**src/rtl/spm_seq_ctrl.sv**
```systemverilog
// Sequencer for the serial-parallel multiplier carry-save datapath.
// Holds the multiplicand on spm_x, streams the multiplier LSB-first on spm_y,
// clears the csa chain before each operation and deserialises spm_p into a
// 2*WIDTH product returned over a valid/ready response port.
// Optional macro SPM_SEQ_CTRL_PERF_EN adds op_count and stall_count outputs.
module spm_seq_ctrl #(
   parameter int unsigned WIDTH  = 32,
   parameter int unsigned DP_LAT = 1
) (
   input  logic                 clk,
   input  logic                 rst,
   input  logic                 req_valid,
   output logic                 req_ready,
   input  logic [WIDTH-1:0]     req_mc,
   input  logic [WIDTH-1:0]     req_mp,
   output logic [WIDTH-1:0]     spm_x,
   output logic                 spm_y,
   output logic                 spm_clr,
   input  logic                 spm_p,
   output logic                 rsp_valid,
   input  logic                 rsp_ready,
   output logic [2*WIDTH-1:0]   rsp_prod,
`ifdef SPM_SEQ_CTRL_PERF_EN
   output logic [15:0]          op_count,
   output logic [15:0]          stall_count,
`endif
   output logic                 busy
);

   localparam int unsigned CntW = $clog2(2*WIDTH + DP_LAT + 1);
   localparam logic [CntW-1:0] LastCnt  = CntW'(2*WIDTH + DP_LAT - 1);
   localparam logic [CntW-1:0] CapStart = CntW'(DP_LAT);

   typedef enum logic [1:0] {StIdle, StClear, StRun, StDone} state_e;

   state_e              r_state;
   logic [CntW-1:0]     r_cnt;
   logic                r_armed;
   logic [WIDTH-1:0]    r_x;
   logic [WIDTH-1:0]    r_mp;
   logic                r_y;
   logic                r_clr;
   logic                r_rsp_valid;
   logic [2*WIDTH-1:0]  r_prod;

   logic                w_req_ready;
   logic                w_rsp_hs;

   // r_armed keeps req_ready low while reset is held and until the first edge after release
   assign w_req_ready = r_armed && (r_state == StIdle);
   assign w_rsp_hs    = r_rsp_valid && rsp_ready;

   assign req_ready = w_req_ready;
   assign spm_x     = r_x;
   assign spm_y     = r_y;
   assign spm_clr   = r_clr;
   assign rsp_valid = r_rsp_valid;
   assign rsp_prod  = r_prod;
   assign busy      = (r_state != StIdle);

   // Main sequencer FSM with registered datapath controls
   always_ff @(posedge clk or negedge rst) begin
      if (!rst) begin
         r_state     <= StIdle;
         r_cnt       <= '0;
         r_armed     <= 1'b0;
         r_x         <= '0;
         r_mp        <= '0;
         r_y         <= 1'b0;
         r_clr       <= 1'b0;
         r_rsp_valid <= 1'b0;
         r_prod      <= '0;
      end else begin
         r_armed <= 1'b1;
         unique case (r_state)
            StIdle: begin
               if (req_valid && w_req_ready) begin
                  r_x     <= req_mc;
                  r_mp    <= req_mp;
                  r_clr   <= 1'b1;
                  r_state <= StClear;
               end
            end
            StClear: begin
               // Preload bit 0 so it is on spm_y during the k=0 cycle
               r_clr   <= 1'b0;
               r_cnt   <= '0;
               r_y     <= r_mp[0];
               r_mp    <= r_mp >> 1;
               r_state <= StRun;
            end
            StRun: begin
               // Product bits trail y bits by DP_LAT cycles
               if (r_cnt >= CapStart) begin
                  r_prod <= {spm_p, r_prod[2*WIDTH-1:1]};
               end
               if (r_cnt == LastCnt) begin
                  r_y         <= 1'b0;
                  r_rsp_valid <= 1'b1;
                  r_state     <= StDone;
               end else begin
                  // Shifting in zeros gives the unsigned zero extension past WIDTH
                  r_cnt <= r_cnt + CntW'(1);
                  r_y   <= r_mp[0];
                  r_mp  <= r_mp >> 1;
               end
            end
            StDone: begin
               if (rsp_ready) begin
                  r_rsp_valid <= 1'b0;
                  r_state     <= StIdle;
               end
            end
            default: r_state <= StIdle;
         endcase
      end
   end

`ifdef SPM_SEQ_CTRL_PERF_EN
   logic [15:0] r_op_count;
   logic [15:0] r_stall_count;

   assign op_count    = r_op_count;
   assign stall_count = r_stall_count;

   // Saturating handshake and backpressure counters
   always_ff @(posedge clk or negedge rst) begin
      if (!rst) begin
         r_op_count    <= '0;
         r_stall_count <= '0;
      end else begin
         if (w_rsp_hs && (r_op_count != 16'hFFFF)) begin
            r_op_count <= r_op_count + 16'd1;
         end
         if (r_rsp_valid && !rsp_ready && (r_stall_count != 16'hFFFF)) begin
            r_stall_count <= r_stall_count + 16'd1;
         end
      end
   end
`else
   logic w_unused_hs;
   assign w_unused_hs = w_rsp_hs;
`endif

endmodule

```
**config.mk**
```make
export PLATFORM = sky130hd
export DESIGN_NAME = spm_seq_ctrl
export DESIGN_NICKNAME = d
export VERILOG_FILES = /design/src/rtl/spm_seq_ctrl.sv
export SDC_FILE = /design/constraint.sdc
export NUM_CORES = 1
export LEC_CHECK = 0
export BUFFER_PORTS_ARGS = -buffer_cell sky130_fd_sc_hd__buf_2
export CORE_ASPECT_RATIO = 0.9
export CORE_MARGIN = 2
export CORE_UTILIZATION = 52
export DETAILED_ROUTE_END_ITERATION = 12
export PLACE_DENSITY = 0.8
export SLEW_MARGIN = 20
export SYNTH_ARGS = -nofsm -noshare
export SYNTH_HDL_FRONTEND = slang
export SYNTH_SLANG_ARGS = --single-unit
export TNS_END_PERCENT = 20
```
**constraint.sdc**
```tcl
create_clock -name clk -period 3 [get_ports clk]
set_clock_uncertainty 0.1 [all_clocks]
set_input_delay 0 -clock clk [delete_from_list [all_inputs] [get_ports clk]]
set_output_delay 0 -clock clk [all_outputs]
set_load 0.02 [all_outputs]
```
==> impl_metrics.tcl <==
set metrics [dict create \
    status "finished clean" \
    grt_overflow 0 \
    synthToLayoutAreaGrowth_pct 39.7 \
    finalWirelength_um 13200 \
    grt_max_degree 89 \
    n_antenna_cell 0 \
    io_buffers 169 \
    rsz0062_at_grt "no" \
    register_area_um2 3530 \
    final_max_slew_viol_count 0 \
    synth.distinct_cells 34 \
    ir_drop_mv 0.606 \
    synthCells 426 \
    fin_crit_ps 2400 \
    die_h_um 104 \
    cts_max_path_buffers 2 \
    coreArea_um2 10900 \
    cts_root_buf "clkbuf_16" \
    p_leak_nw 4.14 \
    cp_max_fo 64 \
    timing.hold.ws_ps 128 \
    ys_seq_area_share_pct 60.9 \
    nFillCells 666 \
    antenna_found_initial 0 \
    dp_hpwl_um 8050 \
    cts.sinks 141 \
    cp.arrival_ps 2630 \
    syn_area_um2 5800 \
    design.die.area_um2 12000 \
    setup_viol 0 \
    vias 4281 \
    htreeDepth 4 \
    clk-insertion-delay-late_ps 410 \
    vias_per_cell 5.14 \
    criticalPathCategory "register to register" \
    max_freq_mhz 416 \
    mappedNetlistNets 502 \
    tightest_slew_ps 778 \
    clkTransAtPathRegs_ps 60 \
    met3_usage_pct 6.53 \
    cts_made_buffers 17 \
    required_ps 3230 \
    min_period_over_period_pct 80.1 \
    gr-usage-all-layers_pct 23.4 \
    num_rows 36 \
    start_kind "register" \
    chipWidth_um 115 \
    postRouteAntennaNets 0 \
    drc 0 \
    end_kind "register" \
    busiest_layer "met2" \
    start_util_pct 53.4 \
    grt_pass1_vias 4494 \
    max_slew_margin_pct 48.1 \
    post_cts_buffers 0 \
    power.density_nw_per_um2 1050 \
    drt_iter0_drc 284 \
    wl_per_cell_um 15.9 \
    ys_seq_elements 141 \
    hold_violations 0 \
    cts_resized 0 \
    yosysWarningCount 0 \
    hp-class "input port to async pin" \
    globalRouteMet2Util_pct 38.4 \
    drive_gt1_share_pct 44.5 \
    grt.met1_usage_pct 29.7 \
    grt_pass1_wl_um 22000 \
    maxCapViolations 0 \
    gp_congestion 0.746 \
    final_nets 744 \
    drtPass1Iterations 4 \
    syn_area_per_cell_um2 13.6 \
    io-pin-count 170 \
    utilization_pct 74.6 \
    cts_tree "built" \
    finalSetupTns_ps 0 \
    rrSetupSlack_ps 600 \
    multi_input_area_um2 2100 \
]
[final timing paths]
path | from | endpoint | cells after the start
max | r_state[0] | r_mp[19] | 7
min | rst | rsp_prod[20] | 2
max reg2reg | r_state[0] | r_mp[19] | 7
min reg2reg | spm_x[12] | spm_x[12] | 1
max in group asynchronous | rst | r_mp[25] | 3
min in group clk | req_mc[12] | spm_x[12] | 3
[registers in the layout (all words and copies together), names as in the netlist]
signal     count
spm_y          1
r_armed        1
spm_x         32
r_cnt          7
r_state        2
rsp_prod      64
rsp_valid      1
r_mp          32
spm_clr        1
[report_power, final]
group	switching [mW]	internal, mW
Combinational	1.92	1.47
Sequential	0.379	2.51
Clock	0.767	1.43
[cell usage in the layout (no fill, tap or decap), types with 6 or more instances in the layout]
cell             n
dlygate4sd3_1   68
inv_1           11
a21oi_1         33
nand2_1         10
clkbuf_16       17
mux2i_1         32
buf_2          168
o21ai_0         14
ha_1             6
mux2_2          93
dfrtp_1        141
nor2_1          35
[layout make-up]
| cell class | instances | share of cell area, % |
|---|---|---|
| Clock inverter | 12 | 2.07 |
| Sequential cell | 141 | 43.6 |
| Tap cell | 152 | 2.35 |
| Multi-Input combinational cell | 253 | 26.0 |
| Timing Repair Buffer | 244 | 19.9 |
| Inverter | 11 | 0.510 |
| Clock buffer | 20 | 5.64 |
[routing by layer]
layer	vias up	wire length, um
li1	1981	-
met1	2127	5570
met2	150	6650
met3	23	778
met4	0	208
met5	-	0
[cell usage after synthesis, drive strengths merged]
cell    instances  area (um2)
dfrtp         141        3530
mux2           97        1090
nor2           35         131
a21oi          33         165
mux2i          32         320
clkbuf         18         128
o21ai          15        86.3
inv            11        41.3
nand2          10        37.5
ha              7        87.6
buf             3        11.3
nand3           3        15.0
and3            2        12.5
or4             2        15.0
a21boi          1        7.51
a221oi          1        15.0
a22o            1        8.76
a31oi           1        6.26
and2            1        6.26
conb            1        3.75
nand3b          1        7.51
nand4           1        6.26
nor2b           1        6.26
nor3            1        5.00
nor4            1        6.26
o211ai          1        7.51
o21a            1        7.51
o22ai           1        6.26
o31ai           1        7.51
o41ai           1        8.76
xor2            1        8.76
[worst max-delay path: stages, from the launching register on]
cell      delay [ps]
dfrtp_1          400
inv_1            120
ha_1             470
nor2_1           210
a221oi_4         250
buf_4            510
nor2_1           100
a21oi_1          160
[logic make-up (layout without fill, tap and decap cells)]
| family | after synthesis | after routing | synth area share (%) |
|---|---|---|---|
| flip-flops | 141 | 141 | 60.9 |
| adder cells (fa/ha/maj) | 7 | 7 | 1.51 |
| AO/OA/AOI/OAI | 57 | 57 | 5.63 |
| other | 1 | 1 | 0.0647 |
| XOR/XNOR | 1 | 1 | 0.151 |
| buffers and inverters | 32 | 287 | 3.11 |
| AND/OR/NAND/NOR | 58 | 58 | 4.30 |
| multiplexers | 129 | 129 | 24.4 |
[per-stage QoR]
stage | instances | setup WS (ps) | power, mW | instance area [um2]
floorplan | 426 | 751 | 5.31 | 5800
global placement | 733 | 705 | 6.00 | 6790
detailed placement | 733 | 607 | 6.16 | 6790
CTS | 833 | 597 | 8.45 | 8100
global route | 833 | 355 | 8.97 | 8100
finish | 833 | 596 | 8.48 | 8100
[timing repair]
| action | in CTS | in global routing |
|---|---|---|
| endpoints found under the setup margin | 0 | 0 |
| hold endpoints to repair | 153 | 0 |
| hold buffers | 68 | 0 |
Power figures use the tool's default switching activity.
